### src/rtl/block_counter.sv
`default_nettype none
// ============================================================================
//  Module   : block_counter
//  Purpose  : Produces the 32-bit ChaCha20 block counter word (state word 12)
//             from the number of keystream blocks already generated under the
//             current key/nonce.  The counter word is COUNTER_BASE plus
//             blocksproduced, registered once.  A sticky flag records that the
//             32-bit counter space has been overrun, so the nonce must not be
//             used any further.
//
//  Ports    : clk            in   1   system clock, rising-edge active
//             init           in   1   synchronous active-high reset
//             blocksproduced in  32   blocks already generated (sampled every
//                                     cycle, no handshake)
//             Block          out 32   registered counter word
//             last_block     out  1   registered; Block is 32'hFFFFFFFF
//             exhausted      out  1   sticky; counter space overrun
//
//  Params   : WIDTH          counter width, must be 32 (matches word_t)
//             COUNTER_BASE   initial block counter (RFC 8439 AEAD uses 1)
//
//  Options  : BLOCK_COUNTER_SATURATE_EN
//               undefined : Block wraps modulo 2^32 on overrun
//               defined   : Block sticks at 32'hFFFFFFFF on overrun
//
//  Revision : 1.0  initial release
// ============================================================================
module block_counter #(
  parameter int unsigned       WIDTH        = 32,
  parameter logic [WIDTH-1:0]  COUNTER_BASE = 32'd0
) (
  input  logic             clk,
  input  logic             init,
  input  logic [WIDTH-1:0] blocksproduced,
  output logic [WIDTH-1:0] Block,
  output logic             last_block,
  output logic             exhausted
);

  // The counter word is one ChaCha20 state word; any other width would
  // silently break the state-matrix builder, so refuse to elaborate.
  generate
    if (WIDTH != 32) begin : g_width_check
      $error("block_counter: WIDTH must be 32, got %0d", WIDTH);
    end
  endgenerate

  localparam logic [WIDTH-1:0] ALL_ONES = {WIDTH{1'b1}};

  // One extra bit so the carry out of the add is the overrun indication.
  logic [WIDTH:0]   sum33;
  logic             carry;
  logic [WIDTH-1:0] next_block;
  logic             next_last;

  always_comb begin
    sum33      = {1'b0, COUNTER_BASE} + {1'b0, blocksproduced};
    carry      = sum33[WIDTH];
    next_block = sum33[WIDTH-1:0];
`ifdef BLOCK_COUNTER_SATURATE_EN
    // Pin the word at the final legal counter instead of wrapping, so a
    // downstream consumer that ignores exhausted still never sees a reused
    // counter value.
    if (carry) begin
      next_block = ALL_ONES;
    end
`endif
    // Derived from the value actually loaded, so under saturation the flag
    // stays high along with the pinned word.
    next_last  = (next_block == ALL_ONES);
  end

  always_ff @(posedge clk) begin
    if (init) begin
      Block      <= '0;
      last_block <= 1'b0;
      exhausted  <= 1'b0;
    end else begin
      Block      <= next_block;
      last_block <= next_last;
      // Sticky: only init clears it, even if blocksproduced later drops.
      exhausted  <= exhausted | carry;
    end
  end

endmodule
`default_nettype wire

### config.mk
export PLATFORM = sky130hd
export DESIGN_NAME = block_counter
export DESIGN_NICKNAME = d
export VERILOG_FILES = /design/src/rtl/block_counter.sv
export SDC_FILE = /design/constraint.sdc
export NUM_CORES = 1
export LEC_CHECK = 0
export ABC_AREA = 1
export ABC_CLOCK_PERIOD_IN_PS = 1500
export CORE_ASPECT_RATIO = 1.1
export CORE_MARGIN = 2
export CORE_UTILIZATION = 37
export CTS_CLUSTER_SIZE = 20
export DETAILED_ROUTE_END_ITERATION = 12
export PLACE_DENSITY = 0.89
export SKIP_LAST_GASP = 1
export SYNTH_ARGS = -nofsm -noshare
export SYNTH_HDL_FRONTEND = slang
export SYNTH_SLANG_ARGS = --single-unit
### constraint.sdc
create_clock -name clk -period 1.5 [get_ports clk]
set_input_delay 0.375 -clock clk [delete_from_list [all_inputs] [get_ports clk]]
set_output_delay 0.375 -clock clk [all_outputs]
set_load 0.1 [all_outputs]
* Yosys cells after proc, flatten, opt, wreduce, memory -nomap -nowiden
Cells that the tools add are included.
Cells by class: eq/ne operators 1
Operators by type and width (number):
- 32-bit equality test (second input constant) | 1
Storage, ports and cells: bits in registers 33, output and inout bits 34, word-level logic and storage cells 3

* Longest topological paths before layout
Gate-level depths: netlist (run 1).
word-level depth 1, gate-level depth with buffers 6

* Worst setup path after synthesis (run 1)
Ideal clock, no wire load.
path kind reg-to-output, start point register Block[0], end point output Block[0], data arrival time 0.909 ns, required time 1.125 ns, setup slack 0.216 ns, cell stages (with the launch flop) 1, buffers on the path 0, cells stage by stage dfxtp_1
RTL lines:
- start, declared | line 35 | output logic [WIDTH-1:0] Block,
- start signal, assigned | line 79 | Block <= next_block;
No word-level cell between the ends.

* Worst setup path in the final report (run 1)
start point register Block[10], end point output Block[10]
No word-level cell between the ends.

==> results.md, run 1 <==
- Core area: 2700 um^2
- Most numerous cell types in the synthesized netlist: sky130_fd_sc_hd__nor2_1 (38), sky130_fd_sc_hd__dfxtp_1 (33), sky130_fd_sc_hd__inv_1 (33), sky130_fd_sc_hd__nand2_1 (13)
- H-tree Lvls: 2
- Share of the synthesized area in the top cell type: 63.8%
- I/O pin total: 68
- Class of the tightest hold or removal check: input port to flop
- Maximum fanout along the worst path: 1
- Post-synth EDFFs: 0
- Detailed Place HPWL: 2400 um
- Total gr overflow: 0
- Count of clock tree sinks: 33
- Wire length of the first global-routing pass: 4430 um
- Number of inserted diodes: 0
- Number of vias after detailed routing: 950
- Global-route total usage across every layer: 20.1%
- Number of global-route vias before repair: 982
- Setup repair after global routing missed its margin: no
- Cell count after synthesis: 128
- Reported leakage power: 0.00102 uW
- Power share of the sequential group: 41.2%
- Post-CTS setup buffer count: 0
- Initial antenna violation count: 0
- Run status: finished, final reports clean
- Post-synth cell types: 11
- Reg clk slew, reported paths: 0.10 ns
- Total Routed Length: 2850 um
- TNS Setup: 0 ns
- Number of register bits inferred by synthesis: 33
- Final standard cell count with taps included and fillers excluded: 233
- Placement Rows: 20
- Delay contributed by the slowest stage of the critical path: 0.40 ns
- Power share of the combinational group: 29.8%
- Inserted Clock Buffers: 5
- # DRC: 0
- Fraction of the yosys area taken by sequential cells: 63.8%
- PwrDens: 1090 nW/um^2
- Buffer levels on the longest clock path: 2
- Root buffer cell: sky130_fd_sc_hd__clkbuf_4
- Synthesized cell area: 1030 um^2
- Largest cells by area after synthesis: sky130_fd_sc_hd__dfxtp_1 (64%), sky130_fd_sc_hd__nor2_1 (14%), sky130_fd_sc_hd__inv_1 (12%)
- Critical path type: flop to primary output
- Number of nets still failing antenna checks after routing: 0
- Required time at the endpoint of the critical path: 1.12 ns
- Final critical-path share of the clock period: 85.7%
- Initial drt markers: 6
- CP delay by family, top: flip-flops
- DIE WIDTH: 54.4 um
- DIE AREA: 3240 um^2
- Total of hold buffers inserted after clock tree synthesis: 0
- Mapped Avg Cell Area: 8.08 um^2
- Maximum clock frequency: 0.778 GHz
- Ys Warns: 0
- CTS tree: done
- Height of the die: 59.5 um
- # resized after CTS: 0
- Number of detailed-routing iterations run before antenna repair: 3
- Relative contribution of the clock network to total power: 29.0%
- Maximum capacitance violations: 0
- Initial Utilization: 38.3%
- IR drop worst, VDD: 0.794 mV
- Placer Congestion: 0.662
- Crit-path slowest cell: sky130_fd_sc_hd__dfxtp_1
- Area growth from synthesis to layout: 107%
- Final setup viols: 0
- Fin. max-slew vios: 0
- Time the final worst path needs with I/O delays and setup: 1.29 ns
- Via density: 4.08
- Final Hold Fails: 0
- Cells traversed along the worst timing path: buf_12
- DP Cell Count: 225
- NetSw: 745 uW
- Leading cell type by number of instances after synthesis: sky130_fd_sc_hd__nor2_1
- Share of layout cells above drive strength 1: 21.0%
- Switching share of power: 31.9%
- Buffers added on ports: 66
- Type of origin of the critical path: flop
- Arrival @ worst endpoint: 0.91 ns
- Post-detailed-route wirelength per cell: 12.2 um
- Ys async rst share: 0%
- Endpoint kind of the worst setup timing path: primary output
- Internal Dissipation: 1590 uW
- Post-synthesis net count: 162
- Maximum number of pins on one net before global-route repair: 18
- Nets: 233
- Most used DFF post-synth: sky130_fd_sc_hd__dfxtp_1
- CP Buf/Inv Count: 1
- Dominant cell type by area after synthesis: sky130_fd_sc_hd__dfxtp_1
[registers in the layout, indices dropped and copies added, names as in the netlist]
signal	flops
Block	32
last_block	1
[layer usage]
metal  vias up  global-route usage [%]  part of all wire (%)
met2        39                    39.6                    60
met3         4                    7.83                   7.1
met1       410                    17.1                    31
met4         0                    7.86                   1.6
met5         -                       0                     0
li1        497                       -                     -
[per-stage QoR]
stage               worst slack [ns]  total power (uW)  hold WS, ns  util [%]  area [um^2]
finish                         0.215              2330        0.588      79.4         2140
global route                   0.184              2410        0.577      79.4         2140
detailed placement            0.0824              1680        0.842      76.2         2060
floorplan                      0.216              1350        0.447         -         1030
CTS                            0.194              2350        0.573      79.4         2140
global placement               0.111              1660        0.841      76.2         2060
[cell type report]
cell class | count | area, um^2
Fill cell | 157 | 558
Inverter | 33 | 124
Clock buffer | 7 | 55.1
Clock inverter | 1 | 30.0
Multi-Input combinational cell | 58 | 228
Tap cell | 33 | 41.3
Timing Repair Buffer | 68 | 1010
Sequential cell | 33 | 661
[worst paths after layout]
kind                                  from                   to  slack [ns]  cells after the start
worst min-delay path     blocksproduced[2]  Block[2]$_SDFF_PP0_        0.59                      3
worst max-delay path  Block[10]$_SDFF_PP0_            Block[10]        0.21                      1
[power groups by stage]
stage	logic (uW)	clock network (uW)	registers (uW)
floorplan	66.7	0	1290
global placement	686	0	978
detailed placement	698	0	982
CTS	699	691	962
global route	720	723	965
finish	695	678	961
[cell usage in the layout (no fill, tap or decap), drive strengths merged]
master and instances:
buf 35, nor3 3, inv 33, clkdlybuf4s50 33, bufinv 1, nand2 13
nand4 1, dfxtp 33, clkbuf 7, or2 1, nor2 38, nand3 1
conb 1
[cell families (layout without fill, tap and decap cells)]
family / after synthesis / in the layout / synth area share (%)
buffers and inverters: 37 / 109 / 14.1
and+or+nand+nor: 57 / 57 / 21.6
other: 1 / 1 / 0.362
DFF: 33 / 33 / 63.8
No activity file was read; power rests on OpenSTA's default activity.
==> run 2, diff against run 1 <==
CORE_MARGIN = default   (was 2)
==> results.md, run 2 (synthesized netlist as in run 1, its figures left out) <==
- Run status: finished, final reports clean
- Switching share of power: 31.8% (-0.090 points)
- Final Hold Fails: 0 (unchanged)
- Setup repair after global routing missed its margin: no
- Cells traversed along the worst timing path: buf_12
- Relative contribution of the clock network to total power: 29.0% (about the same)
- Number of vias after detailed routing: 964 (+1.5%)
- CTS tree: done
- DIE WIDTH: 52.4 um (-3.7%)
- Final-layout worst hold slack: 0.582 ns (-0.00615 ns)
- Total Routed Length: 2660 um (-6.8%)
- Via density: 4.17 (+2.4%)
- Post-layout utilization of the core: 83.4% (+4.1 points)
- Wire length of the first global-routing pass: 4210 um (-5.0%)
- Time the final worst path needs with I/O delays and setup: 1.27 ns (-0.0164 ns)
- NetSw: 742 uW (-0.42%)
- Maximum fanout along the worst path: 1 (unchanged)
- Number of stages on the worst hold path: 3 (unchanged)
- CP Buf/Inv Count: 1 (unchanged)
- Root buffer cell: sky130_fd_sc_hd__clkbuf_4
- Type of origin of the critical path: flop
- Endpoint kind of the worst setup timing path: primary output
- Count of clock tree sinks: 33 (unchanged)
- Nets: 233 (unchanged)
- Final setup slack of the worst path: 0.231 ns (+0.0164 ns)
- Total of hold buffers inserted after clock tree synthesis: 0 (unchanged)
- Most frequent standard cell in the layout excluding fill and tap cells: sky130_fd_sc_hd__nor2_1
- Maximum clock frequency: 0.788 GHz (+1.3%)
- Power share of the sequential group: 41.2% (about the same)
- Final critical-path share of the clock period: 84.6% (-1.1 points)
- Delay contributed by the slowest stage of the critical path: 0.38 ns (-0.02 ns)
- CP delay by family, top: flip-flops
- Arrival @ worst endpoint: 0.89 ns (-0.02 ns)
- CP Depth: 1 (unchanged)
- Maximum number of pins on one net before global-route repair: 18 (unchanged)
- Most frequent cells in the layout: sky130_fd_sc_hd__nor2_1 (38), sky130_fd_sc_hd__dfxtp_1 (33), sky130_fd_sc_hd__inv_1 (33), sky130_fd_sc_hd__clkdlybuf4s50_1 (33), sky130_fd_sc_hd__buf_12 (33)
- Critical path type: flop to primary output
- DIE AREA: 3010 um^2 (-6.9%)
- I/O pin total: 68 (unchanged)
- Class of the tightest hold or removal check: input port to flop
- Total gr overflow: 0 (unchanged)
- Fin. max-slew vios: 0 (unchanged)
- Initial Utilization: 40.3% (+2.0 points)
- Internal Dissipation: 1590 uW (about the same)
- Placement Rows: 19 (-5.0%)
- # resized after CTS: 0 (unchanged)
- Max reg flops: 32 (unchanged)
- Crit-path slowest cell: sky130_fd_sc_hd__dfxtp_1
- Buffers added on ports: 66 (unchanged)
- Post-CTS setup buffer count: 0 (unchanged)
- Final setup viols: 0 (unchanged)
- Global-route total usage across every layer: 19.9% (-0.26 points)
- Inserted Clock Buffers: 5 (unchanged)
- Share of layout cells above drive strength 1: 21.0% (unchanged)
- Reported leakage power: 0.00102 uW (unchanged)
- Reg clk slew, reported paths: 0.10 ns (about the same)
- Number of detailed-routing iterations run before antenna repair: 3 (unchanged)
- H-tree Lvls: 2 (unchanged)
- Number of inserted diodes: 0 (unchanged)
- Maximum capacitance violations: 0 (unchanged)
- Area growth from synthesis to layout: 107%
- Placer Congestion: 0.729 (+10%)
- Initial antenna violation count: 0 (unchanged)
- Number of nets still failing antenna checks after routing: 0 (unchanged)
- Registers with the most flip-flops: Block x32, last_block x1
- Core area: 2570 um^2 (-5.0%)
- Detailed Place HPWL: 2230 um (-7.0%)
- Required time at the endpoint of the critical path: 1.12 ns (about the same)
- Power share of the combinational group: 29.8% (about the same)
- Hold_sp: blocksproduced[15]
- Launching element of the worst setup path: Block[10]$_SDFF_PP0_
- Buffer levels on the longest clock path: 2 (unchanged)
- Number of global-route vias before repair: 989 (+0.71%)
- Post-detailed-route wirelength per cell: 11.5 um (-6.0%)
- Height of the die: 57.5 um (-3.4%)
- PwrDens: 1090 nW/um^2 (about the same)
- TNS Setup: 0 ns (unchanged)
- Initial drt markers: 10 (+4)
- Reg with most FFs: Block
- # DRC: 0 (unchanged)
- IR drop worst, VDD: 1.04 mV (+30%)
- Worst slack at placement: 0.0694 ns (-0.0131 ns)
-- run 2: cell counts in the layout (fill, tap and decap cells not counted) --
No cell type changed its count.
-- run 2: path summary, 6_finish.rpt --
| check | to |
|---|---|
| min | Block[15]$_SDFF_PP0_ |
| max | Block[10] |
-- run 2: through the flow --
stage / instances / total power, uW / cell area (um^2)
finish: 231 / 2330 / 2140
global route: 231 / 2410 / 2140
CTS: 231 / 2350 / 2140
detailed placement: 223 / 1680 / 2060
global placement: 223 / 1660 / 2060
floorplan: 128 / 1350 / 1030
-- run 2: final cells by class --
| class | count | area (um^2) |
|---|---|---|
| Clock buffer | 7 | 55.1 |
| Inverter | 33 | 124 |
| Timing Repair Buffer | 68 | 1010 |
| Clock inverter | 1 | 30.0 |
| Fill cell | 147 | 425 |
| Sequential cell | 33 | 661 |
| Multi-Input combinational cell | 58 | 228 |
| Tap cell | 31 | 38.8 |
-- run 2: power groups by stage --
| stage | registers (uW) | logic (uW) | clock network (uW) |
|---|---|---|---|
| 3_3_place_gp | 978 | 686 | 0 |
| 3_5_place_dp | 981 | 697 | 0 |
| 2_1_floorplan | 1290 | 66.7 | 0 |
| 5_1_grt | 964 | 718 | 725 |
| 4_1_cts | 960 | 698 | 688 |
| 6_report | 960 | 694 | 677 |
-- run 2: per-layer routing --
layer	global-route usage [%]	share of wire, %
met5	0	0
met2	39.2	59
met4	6.77	1.4
met1	17.1	33
met3	7.73	7.0
